`config.mk`:
```
export PLATFORM = sky130hd
export DESIGN_NAME = ga_selection_ctrl
export DESIGN_NICKNAME = d
export VERILOG_FILES = /design/src/rtl/ga_selection_pkg.sv /design/src/rtl/ga_sel_watchdog.sv /design/src/rtl/ga_selection_ctrl.sv
export SDC_FILE = /design/constraint.sdc
export NUM_CORES = 1
export LEC_CHECK = 0
export ABC_AREA = 1
export BUFFER_PORTS_ARGS = -buffer_cell sky130_fd_sc_hd__buf_2
export CAP_MARGIN = 30
export CORE_ASPECT_RATIO = 1.75
export CORE_MARGIN = 2
export CORE_UTILIZATION = 52
export DETAILED_ROUTE_END_ITERATION = 12
export MAX_ROUTING_LAYER = met4
export PLACE_DENSITY = 0.76
export RECOVER_POWER = 100
export SETUP_SLACK_MARGIN = 0.02
export SLEW_MARGIN = 10
export SYNTH_ARGS = -nofsm -noshare
export SYNTH_HDL_FRONTEND = slang
export SYNTH_SLANG_ARGS = --single-unit
export TNS_END_PERCENT = 50
```
`constraint.sdc`:
```
create_clock -name clk -period 4.4 [get_ports clk]
set_input_delay 0.22 -clock clk [delete_from_list [all_inputs] [get_ports clk]]
set_output_delay 0.22 -clock clk [all_outputs]
set_load 0.005 [all_outputs]
```
`src/rtl/ga_selection_pkg.sv`:
```
// ga_selection_pkg: shared state encoding and pool-source constants for the GA selection controller
package ga_selection_pkg;
    typedef enum logic [2:0] {
        IDLE        = 3'd0,
        CHECK       = 3'd1,
        WR2POOL     = 3'd2,
        NEWGEN_RST  = 3'd3,
        SEL_PARENTS = 3'd4,
        PUSH2Q      = 3'd5,
        DONE_RST    = 3'd6,
        TMO_RST     = 3'd7
    } state_e;
    localparam logic SRC_SORTER  = 1'b0;
    localparam logic SRC_PARENTS = 1'b1;
endpackage

```
`src/rtl/ga_sel_watchdog.sv`:
```
// ga_sel_watchdog: phase watchdog counter; expires on the last counted cycle before the limit
module ga_sel_watchdog #(
    parameter int TMO_W = 12
) (
    input  logic             clk,
    input  logic             rstn,
    input  logic             clr_i,
    input  logic             en_i,
    input  logic [TMO_W-1:0] limit_i,
    output logic             expire_o
);
    logic [TMO_W-1:0] cnt_q, cnt_d;
    assign cnt_d    = clr_i ? '0 : en_i ? cnt_q + TMO_W'(1) : cnt_q;
    assign expire_o = en_i && (limit_i != '0) && (cnt_q == limit_i - TMO_W'(1));
    always_ff @(posedge clk or negedge rstn) begin
        if (!rstn) cnt_q <= '0;
        else       cnt_q <= cnt_d;
    end
endmodule

```
`src/rtl/ga_selection_ctrl.sv`:
```
// ga_selection_ctrl: sequences sorter fill/drain, parent rounds and output push with generation limit and watchdog
module ga_selection_ctrl
    import ga_selection_pkg::*;
#(
    parameter int GEN_W = 16,
    parameter int RND_W = 4,
    parameter int TMO_W = 12
) (
    input  logic             clk,
    input  logic             rstn,
    input  logic             sw_rst,
    input  logic [GEN_W-1:0] cfg_max_gens,
    input  logic [RND_W-1:0] cfg_parent_rounds,
    input  logic [TMO_W-1:0] cfg_tmo,
    input  logic             top_new_gen_req_pls,
    input  logic             top_stop_req_pls,
    input  logic             fit_valid,
    output logic             fit_ack,
    input  logic             sorter_ack,
    output logic             sorter_valid,
    input  logic             sorter_gen_created_pls,
    input  logic             sorter_send_all_done,
    input  logic             parents_done_pls,
    output logic             sorter_enable,
    output logic             sorter_get_all_start_req_pls,
    output logic             parents_start_pls,
    output logic             pool_mem_source_sel,
    output logic             push2queue_enable,
    output logic [GEN_W-1:0] gen_cnt,
    output logic             gen_ready_pls,
    output logic             auto_stop,
    output logic             tmo_err_pls,
    output logic             busy
);
    state_e           state_q, state_d;
    logic             chan_en_q, chan_en_d, sorter_en_q, sorter_en_d;
    logic             get_all_q, get_all_d, pstart_q, pstart_d;
    logic             sel_q, sel_d, push_q, push_d;
    logic             gen_ready_q, gen_ready_d, auto_stop_q, auto_stop_d;
    logic             tmo_err_q, tmo_err_d;
    logic [GEN_W-1:0] gen_cnt_q, gen_cnt_d;
    logic [RND_W-1:0] round_q, round_d, rounds;
    logic             waiting, evt, wd_exp, lim_hit, more_rounds;

    assign rounds      = (cfg_parent_rounds == '0) ? RND_W'(1) : cfg_parent_rounds;
    assign more_rounds = ((RND_W+1)'(round_q) + (RND_W+1)'(1)) < (RND_W+1)'(rounds);
    assign lim_hit     = (cfg_max_gens != '0) &&
                         (((GEN_W+1)'(gen_cnt_q) + (GEN_W+1)'(1)) >= (GEN_W+1)'(cfg_max_gens));
    assign waiting     = (state_q == WR2POOL) || (state_q == SEL_PARENTS) || (state_q == PUSH2Q);
    assign evt         = (state_q == SEL_PARENTS) ? parents_done_pls :
                         waiting ? sorter_send_all_done : 1'b0;

    ga_sel_watchdog #(.TMO_W(TMO_W)) u_wd (
        .clk      (clk),
        .rstn     (rstn),
        .clr_i    (sw_rst || (state_d != state_q)),
        .en_i     (waiting && !evt),
        .limit_i  (cfg_tmo),
        .expire_o (wd_exp)
    );

    always_comb begin
        state_d     = state_q;
        chan_en_d   = chan_en_q;
        sorter_en_d = sorter_en_q;
        get_all_d   = 1'b0;
        pstart_d    = 1'b0;
        sel_d       = sel_q;
        push_d      = push_q;
        gen_ready_d = sorter_gen_created_pls;
        auto_stop_d = auto_stop_q;
        tmo_err_d   = 1'b0;
        gen_cnt_d   = gen_cnt_q;
        round_d     = round_q;
        unique case (state_q)
            IDLE: if (sorter_gen_created_pls) begin
                state_d   = CHECK;
                chan_en_d = 1'b0;
            end
            CHECK: if (lim_hit || top_stop_req_pls) begin
                state_d     = PUSH2Q;
                get_all_d   = 1'b1;
                sel_d       = SRC_SORTER;
                push_d      = 1'b1;
                auto_stop_d = lim_hit;
            end else if (top_new_gen_req_pls) begin
                state_d   = WR2POOL;
                get_all_d = 1'b1;
                sel_d     = SRC_SORTER;
            end
            WR2POOL: if (sorter_send_all_done) begin
                state_d     = NEWGEN_RST;
                sorter_en_d = 1'b0;
            end
            NEWGEN_RST: begin
                state_d     = SEL_PARENTS;
                sorter_en_d = 1'b1;
                chan_en_d   = 1'b1;
                sel_d       = SRC_PARENTS;
                pstart_d    = 1'b1;
                round_d     = '0;
            end
            SEL_PARENTS: if (parents_done_pls) begin
                if (more_rounds) begin
                    round_d  = round_q + RND_W'(1);
                    pstart_d = 1'b1;
                end else begin
                    state_d   = IDLE;
                    sel_d     = SRC_SORTER;
                    gen_cnt_d = (gen_cnt_q == '1) ? gen_cnt_q : gen_cnt_q + GEN_W'(1);
                end
            end
            PUSH2Q: if (sorter_send_all_done) begin
                state_d     = DONE_RST;
                sorter_en_d = 1'b0;
                push_d      = 1'b0;
            end
            DONE_RST: begin
                state_d     = IDLE;
                sorter_en_d = 1'b1;
                chan_en_d   = 1'b1;
                auto_stop_d = 1'b0;
            end
            TMO_RST: begin
                state_d     = IDLE;
                sorter_en_d = 1'b1;
                chan_en_d   = 1'b1;
                auto_stop_d = 1'b0;
            end
            default: state_d = IDLE;
        endcase
        // the awaited event was handled above, so expiry only acts when it is absent
        if (wd_exp) begin
            state_d     = TMO_RST;
            tmo_err_d   = 1'b1;
            sorter_en_d = 1'b0;
            push_d      = 1'b0;
            sel_d       = SRC_SORTER;
            pstart_d    = 1'b0;
        end
        if (sw_rst) begin
            state_d     = IDLE;
            chan_en_d   = 1'b1;
            sorter_en_d = 1'b1;
            get_all_d   = 1'b0;
            pstart_d    = 1'b0;
            sel_d       = SRC_SORTER;
            push_d      = 1'b0;
            gen_ready_d = 1'b0;
            auto_stop_d = 1'b0;
            tmo_err_d   = 1'b0;
            gen_cnt_d   = '0;
            round_d     = '0;
        end
    end

    always_ff @(posedge clk or negedge rstn) begin
        if (!rstn) begin
            state_q     <= IDLE;
            chan_en_q   <= 1'b1;
            sorter_en_q <= 1'b1;
            get_all_q   <= 1'b0;
            pstart_q    <= 1'b0;
            sel_q       <= SRC_SORTER;
            push_q      <= 1'b0;
            gen_ready_q <= 1'b0;
            auto_stop_q <= 1'b0;
            tmo_err_q   <= 1'b0;
            gen_cnt_q   <= '0;
            round_q     <= '0;
        end else begin
            state_q     <= state_d;
            chan_en_q   <= chan_en_d;
            sorter_en_q <= sorter_en_d;
            get_all_q   <= get_all_d;
            pstart_q    <= pstart_d;
            sel_q       <= sel_d;
            push_q      <= push_d;
            gen_ready_q <= gen_ready_d;
            auto_stop_q <= auto_stop_d;
            tmo_err_q   <= tmo_err_d;
            gen_cnt_q   <= gen_cnt_d;
            round_q     <= round_d;
        end
    end

    assign fit_ack                      = sorter_ack && chan_en_q;
    assign sorter_valid                 = fit_valid && chan_en_q;
    assign sorter_enable                = sorter_en_q;
    assign sorter_get_all_start_req_pls = get_all_q;
    assign parents_start_pls            = pstart_q;
    assign pool_mem_source_sel          = sel_q;
    assign push2queue_enable            = push_q;
    assign gen_cnt                      = gen_cnt_q;
    assign gen_ready_pls                = gen_ready_q;
    assign auto_stop                    = auto_stop_q;
    assign tmo_err_pls                  = tmo_err_q;
    assign busy                         = state_q != IDLE;
endmodule

```
==> metrics.txt <==
Setup CP Type=reg2reg; first-pass GRT wire length=14700 um; Post-Syn Nets=578; Vias/cell=5.20; area occupied by multi-input gates=2090 um2; Slew Limit Fails=35; I/O pin count=69; CTS max path bufs=2; status=finished with violations; total gr overflow=0; share of post-route cells with drive strength above 1=0.150; hpwl dp=7260 um; number of synthesized flops with an enable pin=0; Met2 Routed Length=5040 um; Final ANT Viol Nets=0; final worst setup slack=0.687 ns; critical-path maximum fanout=12; Max-cap violations=1; min Tclk post-route=3.71 ns; number of post-CTS setup repair buffers=0; CP startpoint kind=flop; DP Worst Slack=0.568 ns; transition time of the tightest slew-check pin=1.82 ns; critical path capture point type=flop; ys async rst share=1.00; DR WL met3=288 um; wire length per cell=13.1 um; initial antenna violation count=0; Inserted Diodes=0; WL met1=3240 um; P_leak=2.25 nW; VDD IR max=0.000172 V; Syn Inst Count=513; Crit path arrival time=3.92 ns; htree depth=2; post-synth cell types=37; DR iter-0 viols=120; GRT Util Overall=0.255; clk_lat worst skew=0.28 ns; die area=7670 um2; row count=40; final RePlAce weighted congestion=0.924; vias in the first global route=3488; Die X=67.1 um; TritonCTS clock tree=built; synthesized flop and latch total=44; Final nets=651; CTS sink count=44; Relative slew margins=-0.215; Final Cycle Share=0.844; Hold Fails Final Rpt=0; Post-Syn Area=3620 um2; clock-pin slew on the worst setup and hold paths=0.06 ns; CTS Buf Count=5; RSZ-0062 raised after global routing=false; Mean Syn Cell Area=7.06 um2; fill count=661; placed insts=661; Core ar.=6810 um2; Die Y=114 um; PwrDens=229 nW/um2; Hold Path Class=in2reg; failing checks=max-capacitance violations, max-slew violations; Highest Signal Layer=met4; Seq/Total Area, Yosys=0.305; CTS root buf=clkbuf_16; area delta synth->final=14.6%; PortBufs=68; main flop type after synthesis=dfrtp_1; Setup violations, final=0; FF+latch area=1100 um2; Clock Skews=0.00267 ns; # DRC=0; Max Fclk=0.269 GHz; DR vias=3491; Synth warnings=0; WP data required=4.61 ns; Routed WL=8810 um; post-route insts no fill=671; TritonRoute pass-1 iters=4; Util after Layout=0.610; setup tns final=0 ns; Initial Util=0.532; largest net degree at the start of global routing=45
==> layout make-up <==
cell class                 count  share of cell area
clock buffer                   8              0.0353
inverter                      98              0.0889
multi-input combinational    367               0.503
sequential                    44               0.266
tap                           84              0.0253
timing repair buffer          70              0.0811
==> synth_stat cells, types with 2 or more instances <==
library cell  instances  area share
a21o_1                2      0.0041
a21oi_1              11       0.015
clkbuf_1              3      0.0031
clkinv_1              3      0.0031
dfrtp_1              42        0.29
dfstp_2               2       0.015
ha_1                 23       0.079
inv_1                92       0.095
inv_2                 2      0.0021
nand2_1             105        0.11
nand2_2              11       0.019
nand2_4               2      0.0062
nand3_1              50       0.069
nand3_2               2      0.0055
nand3b_1              6       0.012
nand4_1               8       0.014
nor2_1               38       0.039
nor2_2               18       0.031
nor2_4                4       0.012
nor3_1                7      0.0097
nor4_1                6       0.010
o21ai_0              20       0.028
o21ai_1               2      0.0028
o22ai_1               7       0.012
xnor2_1               8       0.019
xor2_1               28       0.068
==> cells by family (layout without fill, tap and decap cells) <==
group | after synthesis | count (layout) | share of synthesized area
buffers and inverters | 102 | 176 | 0.108
AO/OA/AOI/OAI | 48 | 48 | 0.0746
flip-flops | 44 | 44 | 0.305
XOR/XNOR | 36 | 36 | 0.0871
multiplexers | 1 | 1 | 0.00276
AND/OR/NAND/NOR | 259 | 259 | 0.343
adder cells (fa/ha/maj) | 23 | 23 | 0.0795
==> placed cells by master, fill, tap and decap left out, types with 17 or more instances in the layout <==
cell type  count
xor2_1        28
dfrtp_1       42
clkbuf_1      17
o21ai_0       21
nor2_1        48
buf_2         54
inv_1         92
ha_1          23
nand3_1       51
nand2_1      109
==> power breakdown <==
part | internal, W | leakage [nW] | switching, W
Sequential | 0.000412 | 0.603 | 0.00000608
Clock | 0.000227 | 0.0712 | 0.000149
Combinational | 0.0000546 | 1.57 | 0.000101
Total | 0.000693 | 2.25 | 0.000256
==> path summary, 6_finish.rpt <==
check,slack [ns],startpoint,endpoint,depth (start not counted)
worst max-delay path,0.69,gen_cnt[2],u_wd.cnt_q[1],25
worst min-delay path,0.17,sorter_gen_created_pls,gen_ready_pls,3
worst max register to register,0.69,gen_cnt[2],u_wd.cnt_q[1],25
worst min register to register,0.48,sorter_enable,sorter_enable,2
max in group asynchronous,1.88,rstn,push2queue_enable,3
min in group asynchronous,0.43,rstn,gen_cnt[13],2
==> sequential cells by signal, summed over array words and instances, names as in the netlist <==
signal	flops
gen_ready_pls	1
chan_en_q	1
push2queue_enable	1
u_wd.cnt_q	12
sorter_enable	1
state_q	3
tmo_err_pls	1
pool_mem_source_sel	1
round_q	4
sorter_get_all_start_req_pls	1
auto_stop	1
parents_start_pls	1
gen_cnt	16
==> metal layers <==
metal / track usage / up-vias
met5: - / -
met4: 0.0939 / 0
met3: 0.0265 / 19
met2: 0.497 / 82
met1: 0.246 / 1612
li1: - / 1778
==> repair_timing <==
item | CTS | global route
hold buffers | 0 | 1
endpoints found under the setup margin | 0 | 1
hold endpoints to repair | 0 | 8
gates resized for setup | 0 | 1
==> metrics by stage <==
step	instance area [um2]	total power, W	hold WS [ns]
CTS	4190	0.000959	0.134
global route	4150	0.000996	0.204
detailed placement	4040	0.000584	0.448
finish	4150	0.000949	0.174
global placement	4040	0.000579	0.426
floorplan	3620	0.000522	-0.0756
==> critical path, cell delays in order (launching register included) <==
cell	delay [ns]
dfrtp_1	0.42
nand3_1	0.14
nor3_1	0.29
nand3_1	0.14
nor2_1	0.11
inv_1	0.07
nor2_1	0.12
inv_1	0.09
nor4_1	0.23
xor2_1	0.22
inv_1	0.06
ha_1	0.27
inv_1	0.04
nor2_1	0.14
nand2_1	0.07
nor2_1	0.14
nand2_2	0.06
nand3_1	0.06
nand2_1	0.10
nand2_2	0.09
nand2_2	0.08
nand2_1	0.14
o21ai_1	0.07
nand2_1	0.11
nand4_4	0.21
nor2_1	0.15
Power figures use the tool's default switching activity.
